## config.mk

```make
export PLATFORM = sky130hd
export DESIGN_NAME = rv32i_mc_control_flat
export DESIGN_NICKNAME = d
export VERILOG_FILES = /design/src/rtl/rv32i_mc_control_if.sv /design/src/rtl/rv32i_mc_control.sv /design/src/flat_wrapper.sv
export SDC_FILE = /design/constraint.sdc
export NUM_CORES = 1
export LEC_CHECK = 0
export ABC_CLOCK_PERIOD_IN_PS = 2400
export CAP_MARGIN = 0
export CORE_MARGIN = 2
export CORE_UTILIZATION = 31
export DETAILED_ROUTE_END_ITERATION = 16
export PLACE_DENSITY = 0.81
export REMOVE_ABC_BUFFERS = 1
export SLEW_MARGIN = 20
export SYNTH_ARGS = -nofsm -noshare
export SYNTH_HDL_FRONTEND = slang
export SYNTH_SLANG_ARGS = --single-unit
```

## constraint.sdc

```tcl
create_clock -name clk -period 2.4 [get_ports clk]
set_input_delay 0.48 -clock clk [delete_from_list [all_inputs] [get_ports clk]]
set_output_delay 0.48 -clock clk [all_outputs]
set_load 0.03 [all_outputs]
```

## src/rtl/rv32i_mc_control_if.sv

```systemverilog
// Control-sequencer <-> datapath bundle: IR/ALU status in, mux selects and strobes out.
interface rv32i_mc_control_if;
  logic [31:0] instr;
  logic        mem_rdata_valid;
  logic        alu_zero;
  logic        alu_lsb;
  logic [3:0]  ALUOp;
  logic [1:0]  alu_src_a;
  logic [1:0]  alu_src_b;
  logic [2:0]  imm_sel;
  logic        pc_we;
  logic        oldpc_we;
  logic        ir_we;
  logic        mem_re;
  logic        mem_we;
  logic        mem_addr_sel;
  logic        reg_we;
  logic [1:0]  wb_sel;
  logic        illegal;
  logic [2:0]  state;

  modport master (
    input  instr, mem_rdata_valid, alu_zero, alu_lsb,
    output ALUOp, alu_src_a, alu_src_b, imm_sel, pc_we, oldpc_we, ir_we,
           mem_re, mem_we, mem_addr_sel, reg_we, wb_sel, illegal, state
  );

  modport slave (
    output instr, mem_rdata_valid, alu_zero, alu_lsb,
    input  ALUOp, alu_src_a, alu_src_b, imm_sel, pc_we, oldpc_we, ir_we,
           mem_re, mem_we, mem_addr_sel, reg_we, wb_sel, illegal, state
  );
endinterface

```

## src/rtl/rv32i_mc_control.sv

```systemverilog
// Multi-cycle RV32I control sequencer: steps each instruction through
// FETCH/DECODE/EXEC/MEM/WB/BR and drives the shared-ALU muxes and strobes.
module rv32i_mc_control #(
  parameter logic [2:0] RESET_STATE = 3'd0
) (
  input logic               clk,
  input logic               rst,
  rv32i_mc_control_if.master bus
);

  typedef enum logic [2:0] {
    FETCH  = 3'd0,
    DECODE = 3'd1,
    EXEC   = 3'd2,
    MEM    = 3'd3,
    WB     = 3'd4,
    BR     = 3'd5,
    TRAP   = 3'd7
  } state_e;

  localparam logic [6:0] OP_R      = 7'b0110011;
  localparam logic [6:0] OP_IMM    = 7'b0010011;
  localparam logic [6:0] OP_LOAD   = 7'b0000011;
  localparam logic [6:0] OP_STORE  = 7'b0100011;
  localparam logic [6:0] OP_BRANCH = 7'b1100011;
  localparam logic [6:0] OP_JAL    = 7'b1101111;
  localparam logic [6:0] OP_JALR   = 7'b1100111;
  localparam logic [6:0] OP_LUI    = 7'b0110111;
  localparam logic [6:0] OP_AUIPC  = 7'b0010111;

  localparam logic [3:0] ALU_ADD    = 4'b0000;
  localparam logic [3:0] ALU_SUB    = 4'b1000;
  localparam logic [3:0] ALU_SLT    = 4'b0010;
  localparam logic [3:0] ALU_SLTU   = 4'b0011;
  localparam logic [3:0] ALU_PASS_B = 4'b1001;

  state_e     state_q, state_d;
  logic       take_q, take_d;
  logic       illegal_q, illegal_d;
  logic [6:0] opcode;
  logic [2:0] funct3;
  logic [4:0] rd;
  logic       legal;
  logic       unused_instr_bits;

  assign opcode            = bus.instr[6:0];
  assign rd                = bus.instr[11:7];
  assign funct3            = bus.instr[14:12];
  assign unused_instr_bits = ^{bus.instr[31], bus.instr[29:15]};

  always_comb begin
    case (opcode)
      OP_R, OP_IMM, OP_LOAD, OP_STORE, OP_BRANCH,
      OP_JAL, OP_JALR, OP_LUI, OP_AUIPC: legal = 1'b1;
      default:                           legal = 1'b0;
    endcase
  end

  always_ff @(posedge clk) begin
    if (rst) begin
      state_q   <= state_e'(RESET_STATE);
      take_q    <= 1'b0;
      illegal_q <= 1'b0;
    end else begin
      state_q   <= state_d;
      take_q    <= take_d;
      illegal_q <= illegal_d;
    end
  end

  always_comb begin
    state_d = state_q;
    take_d  = take_q;
    case (state_q)
      FETCH:  if (bus.mem_rdata_valid) state_d = DECODE;
      DECODE: state_d = legal ? EXEC : TRAP;
      EXEC: begin
        case (opcode)
          OP_LOAD, OP_STORE: state_d = MEM;
          OP_BRANCH: begin
            // funct3[2] picks the compare flag, funct3[0] inverts it
            take_d  = funct3[2] ? (bus.alu_lsb ^ funct3[0]) : (bus.alu_zero ^ funct3[0]);
            state_d = (funct3[2:1] == 2'b01) ? TRAP : BR;
          end
          default: state_d = WB;
        endcase
      end
      MEM:     if (bus.mem_rdata_valid) state_d = (opcode == OP_LOAD) ? WB : FETCH;
      WB, BR:  state_d = FETCH;
      TRAP:    state_d = TRAP;
      default: state_d = FETCH;
    endcase
    illegal_d = illegal_q | (state_d == TRAP);
  end

  always_comb begin
    bus.ALUOp        = ALU_ADD;
    bus.alu_src_a    = 2'd0;
    bus.alu_src_b    = 2'd0;
    bus.imm_sel      = 3'd0;
    bus.pc_we        = 1'b0;
    bus.oldpc_we     = 1'b0;
    bus.ir_we        = 1'b0;
    bus.mem_re       = 1'b0;
    bus.mem_we       = 1'b0;
    bus.mem_addr_sel = 1'b0;
    bus.reg_we       = 1'b0;
    bus.wb_sel       = 2'd0;
    bus.illegal      = illegal_q;
    bus.state        = state_q;
    case (state_q)
      FETCH: begin
        bus.mem_re    = 1'b1;
        bus.alu_src_a = 2'd1;
        bus.alu_src_b = 2'd2;
        bus.ir_we     = bus.mem_rdata_valid;
        bus.pc_we     = bus.mem_rdata_valid;
        bus.oldpc_we  = bus.mem_rdata_valid;
      end
      EXEC: begin
        case (opcode)
          OP_R: bus.ALUOp = {bus.instr[30], funct3};
          OP_IMM: begin
            bus.ALUOp     = (funct3 == 3'b101) ? {bus.instr[30], funct3} : {1'b0, funct3};
            bus.alu_src_b = 2'd1;
          end
          OP_LOAD:  bus.alu_src_b = 2'd1;
          OP_STORE: begin
            bus.alu_src_b = 2'd1;
            bus.imm_sel   = 3'd1;
          end
          OP_LUI: begin
            bus.ALUOp     = ALU_PASS_B;
            bus.alu_src_b = 2'd1;
            bus.imm_sel   = 3'd3;
          end
          OP_AUIPC: begin
            bus.alu_src_a = 2'd2;
            bus.alu_src_b = 2'd1;
            bus.imm_sel   = 3'd3;
          end
          OP_JAL: begin
            bus.alu_src_a = 2'd2;
            bus.alu_src_b = 2'd1;
            bus.imm_sel   = 3'd4;
            bus.pc_we     = 1'b1;
          end
          OP_JALR: begin
            bus.alu_src_b = 2'd1;
            bus.pc_we     = 1'b1;
          end
          OP_BRANCH: begin
            case (funct3[2:1])
              2'b10:   bus.ALUOp = ALU_SLT;
              2'b11:   bus.ALUOp = ALU_SLTU;
              default: bus.ALUOp = ALU_SUB;
            endcase
          end
          default: bus.ALUOp = ALU_ADD;
        endcase
      end
      MEM: begin
        bus.mem_addr_sel = 1'b1;
        bus.mem_re       = (opcode == OP_LOAD);
        bus.mem_we       = (opcode != OP_LOAD);
      end
      WB: begin
        bus.reg_we = (rd != 5'd0);
        if (opcode == OP_LOAD)                          bus.wb_sel = 2'd1;
        else if (opcode == OP_JAL || opcode == OP_JALR) bus.wb_sel = 2'd2;
      end
      BR: begin
        bus.alu_src_a = 2'd2;
        bus.alu_src_b = 2'd1;
        bus.imm_sel   = 3'd2;
        bus.pc_we     = take_q;
      end
      default: ;
    endcase
  end

endmodule
```

## src/flat_wrapper.sv

```systemverilog
// flat-port wrapper written by rule: the top's interface ports become plain ports
module rv32i_mc_control_flat 
#(
  parameter logic [2:0] RESET_STATE = 3'd0
)
  (clk, rst, bus_instr, bus_mem_rdata_valid, bus_alu_zero, bus_alu_lsb, bus_ALUOp, bus_alu_src_a, bus_alu_src_b, bus_imm_sel, bus_pc_we, bus_oldpc_we, bus_ir_we, bus_mem_re, bus_mem_we, bus_mem_addr_sel, bus_reg_we, bus_wb_sel, bus_illegal, bus_state);
  rv32i_mc_control_if bus_i ();
  input logic clk;
  input logic rst;
  input wire logic [$bits(bus_i.instr)-1:0] bus_instr;
  input wire logic [$bits(bus_i.mem_rdata_valid)-1:0] bus_mem_rdata_valid;
  input wire logic [$bits(bus_i.alu_zero)-1:0] bus_alu_zero;
  input wire logic [$bits(bus_i.alu_lsb)-1:0] bus_alu_lsb;
  output wire logic [$bits(bus_i.ALUOp)-1:0] bus_ALUOp;
  output wire logic [$bits(bus_i.alu_src_a)-1:0] bus_alu_src_a;
  output wire logic [$bits(bus_i.alu_src_b)-1:0] bus_alu_src_b;
  output wire logic [$bits(bus_i.imm_sel)-1:0] bus_imm_sel;
  output wire logic [$bits(bus_i.pc_we)-1:0] bus_pc_we;
  output wire logic [$bits(bus_i.oldpc_we)-1:0] bus_oldpc_we;
  output wire logic [$bits(bus_i.ir_we)-1:0] bus_ir_we;
  output wire logic [$bits(bus_i.mem_re)-1:0] bus_mem_re;
  output wire logic [$bits(bus_i.mem_we)-1:0] bus_mem_we;
  output wire logic [$bits(bus_i.mem_addr_sel)-1:0] bus_mem_addr_sel;
  output wire logic [$bits(bus_i.reg_we)-1:0] bus_reg_we;
  output wire logic [$bits(bus_i.wb_sel)-1:0] bus_wb_sel;
  output wire logic [$bits(bus_i.illegal)-1:0] bus_illegal;
  output wire logic [$bits(bus_i.state)-1:0] bus_state;
  assign bus_i.instr = bus_instr;
  assign bus_i.mem_rdata_valid = bus_mem_rdata_valid;
  assign bus_i.alu_zero = bus_alu_zero;
  assign bus_i.alu_lsb = bus_alu_lsb;
  assign bus_ALUOp = bus_i.ALUOp;
  assign bus_alu_src_a = bus_i.alu_src_a;
  assign bus_alu_src_b = bus_i.alu_src_b;
  assign bus_imm_sel = bus_i.imm_sel;
  assign bus_pc_we = bus_i.pc_we;
  assign bus_oldpc_we = bus_i.oldpc_we;
  assign bus_ir_we = bus_i.ir_we;
  assign bus_mem_re = bus_i.mem_re;
  assign bus_mem_we = bus_i.mem_we;
  assign bus_mem_addr_sel = bus_i.mem_addr_sel;
  assign bus_reg_we = bus_i.reg_we;
  assign bus_wb_sel = bus_i.wb_sel;
  assign bus_illegal = bus_i.illegal;
  assign bus_state = bus_i.state;
  rv32i_mc_control #(.RESET_STATE(RESET_STATE)) u_core (.clk(clk), .rst(rst), .bus(bus_i));
endmodule
```

Word-level counts from Yosys, hierarchy flattened
Index checks and enable logic that the tools add are counted.

storage, ports and cells
  word-level logic and storage cells = 66
  bits of input ports = 37
  output and inout bits = 24
  bits in registers = 5

cells by class
  reductions and logical operators = 10
  bitwise operators = 3
  eq/ne operators = 21
  multiplexer cells = 29

operator list
  cell                number
  $eq 7x6->1 const B  3
  $eq 7x7->1 const B  3
  $pmux 4 s4          1
  $eq 3x3->1 const B  5
  $pmux 3 s5          1
  $eq 7x5->1 const B  2
  $mux 3              4
  $pmux 2 s3          2
  $pmux 3 s2          2
  $mux 2              5
  $pmux 3 s3          1
  $reduce_or 9->1     1
  $mux 1              8
  $mux 4              2
  $pmux 4 s2          1
  $reduce_or 2->1     4
  $eq 7x2->1 const B  1
  $ne 7x2->1 const B  1
  $reduce_or 7->1     1
  $eq 3x2->1 const B  2
  $reduce_bool 5->1   1
  $eq 2x2->1 const B  2
  $eq 3x1->1 const B  1
  $logic_not 3->1     1
  7 further kinds     8

Depth between registers and ports, before layout
Gate-level depths: netlist of run 1.

  word-level depth = 7
  mapped depth = 6
  gate-level depth less buffers = 5

Worst setup path after synthesis of run 1
Ideal clock, no wire load.

  kind = input port to output port
  start point = in bus_instr[2]
  end point = out bus_mem_re
  path buffers = 1
  required time = 1.920 ns
  path slack = -0.236 ns
  data arrival time = 2.156 ns
  cell stages on the path = 5
  path through = nand4bb_1 buf_4 or2_1 or3_1 o32ai_1

on the way
  cells in the longest elaborated chain, start to end = 2

ends and longest elaborated chain
  item         line                     text
  from (decl)  flat_wrapper.sv:10       input wire logic [$bits(bus_i.instr)-1:0] bus_instr;
  $eq 7x2->1   rv32i_mc_control.sv:164  bus.mem_re = (opcode == OP_LOAD);
  $pmux 1 s2   rv32i_mc_control.sv:111  case (state_q)
  to (decl)    flat_wrapper.sv:21       output wire logic [$bits(bus_i.mem_re)-1:0] bus_mem_re;

Every way passes these cells.

Worst setup path after layout of run 1
Ends and elaborated chain as after synthesis.

==> run summary, run 1 <==
Final GP Congestion - 0.865
Post-DRT Antenna Nets - 0
failing checks - negative setup slack
crit path max-delay cell type - or3_4
most used cells in the layout excluding fill and tap cells - 34 x buf_4, 20 x clkdlybuf4s50_1, 12 x nand2_1
Total GRT Usage - 0.203
area delta synth->final - 94.8%
Top cell by count, worst path - buf_6
hold_buf cts - 0
Root Buffer - clkbuf_4
dpl hpwl - 1950 um
Tcrit/Tclk final - 1.01
row count - 16
switching share of power - 0.409
final setup fails - 1
CP peak stage delay - 0.35 ns
Final WS setup - -0.0156 ns
non-filler cells, final - 196
Core Area - 0.00200 mm2
Worst-Margin Slew - 0.317 ns
grt ovf - 0
fraction of synthesized area in multiplexers - 0.0298
Initial DRC Count - 14
area of the multi-input gates - 544 um2
Crit path arrival time - 1.94 ns
simple-gate area share of the yosys netlist - 0.445
Setup crit start kind - primary input
total of max-cap violations - 0
Max Slew Vio Count - 0
Hold Path Class - flip-flop to flip-flop
Lkg Pwr - 0.000536 uW
global-route wire length before repair - 4020 um
Util after Layout - 0.654
Critical Path, Cell by Cell - buf_6 -> nand4bb_1 -> or2_1 -> or3_4 -> buf_6 -> o32ai_2 -> buf_4
register cell area after layout - 100 um2
pre-CTS worst setup slack - -0.551 ns
Compound-Gate Fraction of Synth Area - 0.261
CP Data Required Time - 1.92 ns
Chip Width - 50.6 um
largest family of logic cells by synthesized area - simple AND/OR/NAND/NOR gates
Clock Pin Slew Worst Setup and Hold Paths - 0.04 ns
Ports - 61
Hold WS - 0.469 ns
number of global-route vias before repair - 959
# clock sinks - 5
Avg Inst Size Synth - 6.46 um2
CTS tree - built
largest net degree at the start of global routing - 13
RSZ-0062 raised after global routing - yes
CP endpoint kind - output pin
I/O Buffers - 44
Max VDD drop - 0.273 mV
most common cell after layout, fill and taps aside - buf_4
dpl cells - 188
Post-Synth Adder-Cell Area - 0
ratio of cells with drive above 1 in the final layout - 0.343
Synth Flop Type - dfxtp_1
via/cell ratio - 5.26
CP max FO - 2
TritonCTS Buffers - 3
Starting Density - 0.336
Hold Fails Final Rpt - 0
initial antenna violation count - 0
die area - 0.00256 mm2
Yosys cell types - 39
Syn Inst Count - 104
flops & latches, synth - 5
# DRC - 0
combinational fraction of design power - 0.600
register area share after synthesis - 0.149
Flop pwr share - 0.199
routed len/inst - 13.1 um
clk_skew - 0.00236 ns
# fillers - 177
Post-Synth XOR/XNOR Area - 0.0130
ys async rst share - 0
slew margin rel. - 0.788
Tmin final - 2.42 ns
switching pwr - 190 uW
ANT cells - 0
FMAX - 0.414 GHz
P_int - 274 uW
Mapped Area - 672 um2
die height - 50.6 um
Final nets - 207
WL final - 2560 um
CTS max path bufs - 2
worst skew pair latency - 0.24 ns
H-Tree Level Count - 1
power density over the cells - 355 mW/mm2
Yosys warnings - 0
via count - 1030
critical path type - primary input to output pin
run status - complete, but fails checks
Post-synth EDFFs - 0
Clock power frac - 0.202
DRT Pass-1 Iters - 4
-- cell type report --
class,instances,area share
repair buffers,68,0.447
flip-flops and latches,5,0.0765
inverters,5,0.0143
clock buffers,4,0.0201
multi-input cells,87,0.416
well taps,27,0.0258
-- kinds of logic after synthesis --
| group | count (synthesis) |
|---|---|
| AO/OA/AOI/OAI | 26 |
| XOR/XNOR | 1 |
| buffers and inverters | 12 |
| flip-flops | 5 |
| multiplexers | 2 |
| AND/OR/NAND/NOR | 58 |
-- path summary, 6_finish.rpt --
path / cells after the start / from / slack, ns / endpoint
worst max-delay path: 7 / bus_instr[2] / -0.02 / bus_mem_re
worst min-delay path: 2 / u_core.take_q / 0.47 / u_core.take_q
worst max register to register: 5 / u_core.bus.state[1] / 0.92 / u_core.bus.state[0]
worst min register to register: 2 / u_core.take_q / 0.47 / u_core.take_q
-- power groups by stage --
stage	sequential, uW	combinational [uW]	clock [uW]
after detailed placement	93.6	275	0
after CTS	92.3	275	97.6
final	92.3	278	93.6
after global routing	93.2	297	102
after global placement	93.4	270	0
after floorplan	115	120	0
-- repair_timing --
action                                  CTS  global route
buffers inserted                          4             0
endpoints found under the setup margin   16             8
gates cloned                              0             0
gates resized for setup                  35             6
pin swaps                                 9             7
-- synthesized netlist by cell type, drive strengths merged, types with 2 or more instances --
cell	count	area [um2]
nor2b	2	12.5
a221oi	2	23.8
nand2	12	45.0
and2	3	18.8
o21ai	5	25.0
buf	6	46.3
nor3	5	25.0
a22oi	2	15.0
nand2b	2	12.5
o22ai	2	12.5
or2	2	12.5
nor2	15	56.3
nand3	7	35.0
a21oi	9	48.8
or3	2	12.5
nor4	2	12.5
dfxtp	5	100
inv	5	18.8
mux2i	2	20.0
-- registers in the layout, indices dropped and copies added (netlist names) --
register            flops
u_core.take_q           1
u_core.bus.state        3
u_core.bus.illegal      1
-- worst max-delay path: cells and delay by family --
family	cells	cell delay, ns
AND/OR/NAND/NOR	3	0.85
buffers and inverters	3	0.42
AO/OA/AOI/OAI	1	0.19
-- metrics by stage --
stage | cell area (um2) | TNS, ns | total power (uW)
finish | 1310 | -0.0156 | 464
global route | 1310 | -0.178 | 493
floorplan | 622 | -1.57 | 234
global placement | 1210 | -2.15 | 363
detailed placement | 1210 | -2.50 | 368
CTS | 1290 | -0.0627 | 465
-- metal layers --
layer | vias to the layer above | share of wire | GRT usage
met2 | 53 | 0.50 | 0.388
met3 | 6 | 0.083 | 0.0446
met4 | 0 | 0.012 | 0.0270
li1 | 507 | - | -
met5 | - | 0 | 0
met1 | 464 | 0.40 | 0.234
No activity file was read; power rests on OpenSTA's default activity.
==> inputs of run 2 (changes only) <==
--- a/config.mk
+++ b/config.mk
@@ -8,9 +8,9 @@
 export ABC_CLOCK_PERIOD_IN_PS = 2400
 export CAP_MARGIN = 0
 export CORE_MARGIN = 2
-export CORE_UTILIZATION = 31
+export CORE_UTILIZATION = 25
 export DETAILED_ROUTE_END_ITERATION = 16
-export PLACE_DENSITY = 0.81
+export PLACE_DENSITY = 0.67
 export REMOVE_ABC_BUFFERS = 1
 export SLEW_MARGIN = 20
 export SYNTH_ARGS = -nofsm -noshare
==> run 2 against run 1 <==
Against the previous run: via count decreased by 3.6%; worst hold slack worse by 0.0017 ns; core utilization decreased by 14 points; critical path depth shrank 1; routed wire length shrank 1.5%; register-to-register slack is essentially flat; highest routed layer unchanged; sequential share of layout area up 0.081 points; global-route usage is 4.7 points lower; the flow now finishes without violations.
==> run summary, run 2 (same netlist as run 1, synthesis figures left out) <==
number of global-route vias before repair - 1010 (+5.3%)
Max Slew Vio Count - 0 (unchanged)
worst skew pair latency - 0.24 ns (about the same)
critical path type - primary input to output pin
CP bufs+invs - 2 (-1)
most used cells in the layout excluding fill and tap cells - 34 x buf_4, 20 x clkdlybuf4s50_1, 12 x nor2_1
Clock Pin Slew Worst Setup and Hold Paths - 0.04 ns (about the same)
DRT Pass-1 Iters - 4 (unchanged)
area delta synth->final - 92.7%
clk_skew - 0.00294 ns (+0.000585 ns)
ratio of cells with drive above 1 in the final layout - 0.357 (+0.0139)
Crit path arrival time - 1.84 ns (-0.10 ns)
non-filler cells, final - 198 (+1.0%)
Hold Fails Final Rpt - 0 (unchanged)
Chip Width - 55.8 um (+10%)
power density over the cells - 360 mW/mm2 (+1.6%)
CP peak stage delay - 0.36 ns (about the same)
CTS max path bufs - 2 (unchanged)
largest net degree at the start of global routing - 13 (unchanged)
CP delay by family, top - simple AND/OR/NAND/NOR gates
Lkg Pwr - 0.000529 uW (-1.4%)
Initial DRC Count - 16 (+2)
Hold Path Class - flip-flop to flip-flop
initial antenna violation count - 0 (unchanged)
Tcrit/Tclk final - 0.966 (-0.0402)
# DRC - 0 (unchanged)
Core Area - 0.00252 mm2 (+26%)
Post-DRT Antenna Nets - 0 (unchanged)
Final nets - 206 (-0.48%)
most common cell after layout, fill and taps aside - buf_4
dpl cells - 192 (+2.1%)
WL final - 2520 um (-1.5%)
I/O Buffers - 44 (unchanged)
Critical Path, Cell by Cell - buf_6 -> nand4bb_1 -> or2_1 -> or3_4 -> and2_1 -> clkdlybuf4s15_2
max FFs per register - 3 (unchanged)
ANT cells - 0 (unchanged)
CP endpoint kind - output pin
CP Data Required Time - 1.92 ns (about the same)
RSZ-0062 raised after global routing - no
Starting Density - 0.266 (-0.0693)
CP max FO - 3 (+1)
crit path max-delay cell type - or3_4
final setup fails - 0 (-1)
die height - 55.8 um (+10%)
Util after Layout - 0.513 (-0.140)
# clock sinks - 5 (unchanged)
Max VDD drop - 0.282 mV (+3.2%)
Final GP Congestion - 0.891 (+3.1%)
run status - completed
CTS tree - built
global-route wire length before repair - 4080 um (+1.5%)
dpl hpwl - 1910 um (-1.8%)
via count - 993 (-3.6%)
FMAX - 0.431 GHz (+4.2%)
TritonCTS Buffers - 3 (unchanged)
Hold WS - 0.467 ns (-0.00170 ns)
total of max-cap violations - 0 (unchanged)
row count - 18 (+2)
Total GRT Usage - 0.156 (-0.0471)
Root Buffer - clkbuf_4
Tmin final - 2.32 ns (-0.0966 ns)
grt ovf - 0 (unchanged)
Ports - 61 (unchanged)
die area - 0.00312 mm2 (+22%)
routed len/inst - 12.7 um (-2.5%)
hold_buf cts - 0 (unchanged)
H-Tree Level Count - 1 (unchanged)
slew margin rel. - 0.790 (+0.00131)
via/cell ratio - 5.02 (-4.6%)
Worst-Margin Slew - 0.313 ns (-0.00338 ns)
Setup crit start kind - primary input
-- run 2: worst min-delay path: stages, from the launching register on --
cell	delay (ns)
dfxtp_1	0.31
nand2_1	0.06
a21oi_1	0.05
-- run 2: final cells by class --
cell class	count	area, um2
Fill cell	260	1230
Inverter	5	18.8
Clock buffer	4	26.3
Tap cell	30	37.5
Multi-Input combinational cell	87	543
Timing Repair Buffer	67	569
Sequential cell	5	100
-- run 2: final timing paths --
check | start | to | slack [ns] | cells past startpoint
hold / removal | u_core.take_q | u_core.take_q | 0.47 | 2
setup / recovery | bus_instr[2] | bus_mem_we | 0.08 | 6
hold reg to reg | u_core.take_q | u_core.take_q | 0.47 | 2
setup reg to reg | u_core.bus.state[1] | u_core.bus.state[0] | 0.93 | 5
-- run 2: power by group --
part           internal [uW]  switching (uW)  total, uW
sequential              89.1            3.07       92.2
clock                   62.8            34.1       96.9
combinational            121             156        277
total                    273             193        466
-- run 2: stage by stage --
| step | total power (uW) | setup TNS, ns | setup WS (ns) | cell area (um2) |
|---|---|---|---|---|
| finish | 466 | 0 | 0.0810 | 1290 |
| detailed placement | 371 | -2.43 | -0.520 | 1220 |
| CTS | 472 | -0.0921 | -0.0919 | 1300 |
| global placement | 367 | -2.22 | -0.487 | 1220 |
| floorplan | 234 | -1.57 | -0.374 | 622 |
| global route | 497 | 0 | 0.0234 | 1290 |
-- run 2: metal layers --
metal	track usage	wire (um)	up-vias	part of all wire
li1	-	-	497	-
met4	0.0646	32	0	0.013
met3	0.0116	135	4	0.054
met2	0.289	1270	39	0.50
met1	0.184	1080	453	0.43
met5	0	0	-	0
-- run 2: what timing repair did --
action,4_1_cts,5_1_grt
pin swaps,7,6
endpoints found under the setup margin,15,7
buffers inserted,3,1
resized for setup,33,9
endpoints found under the hold margin,0,0
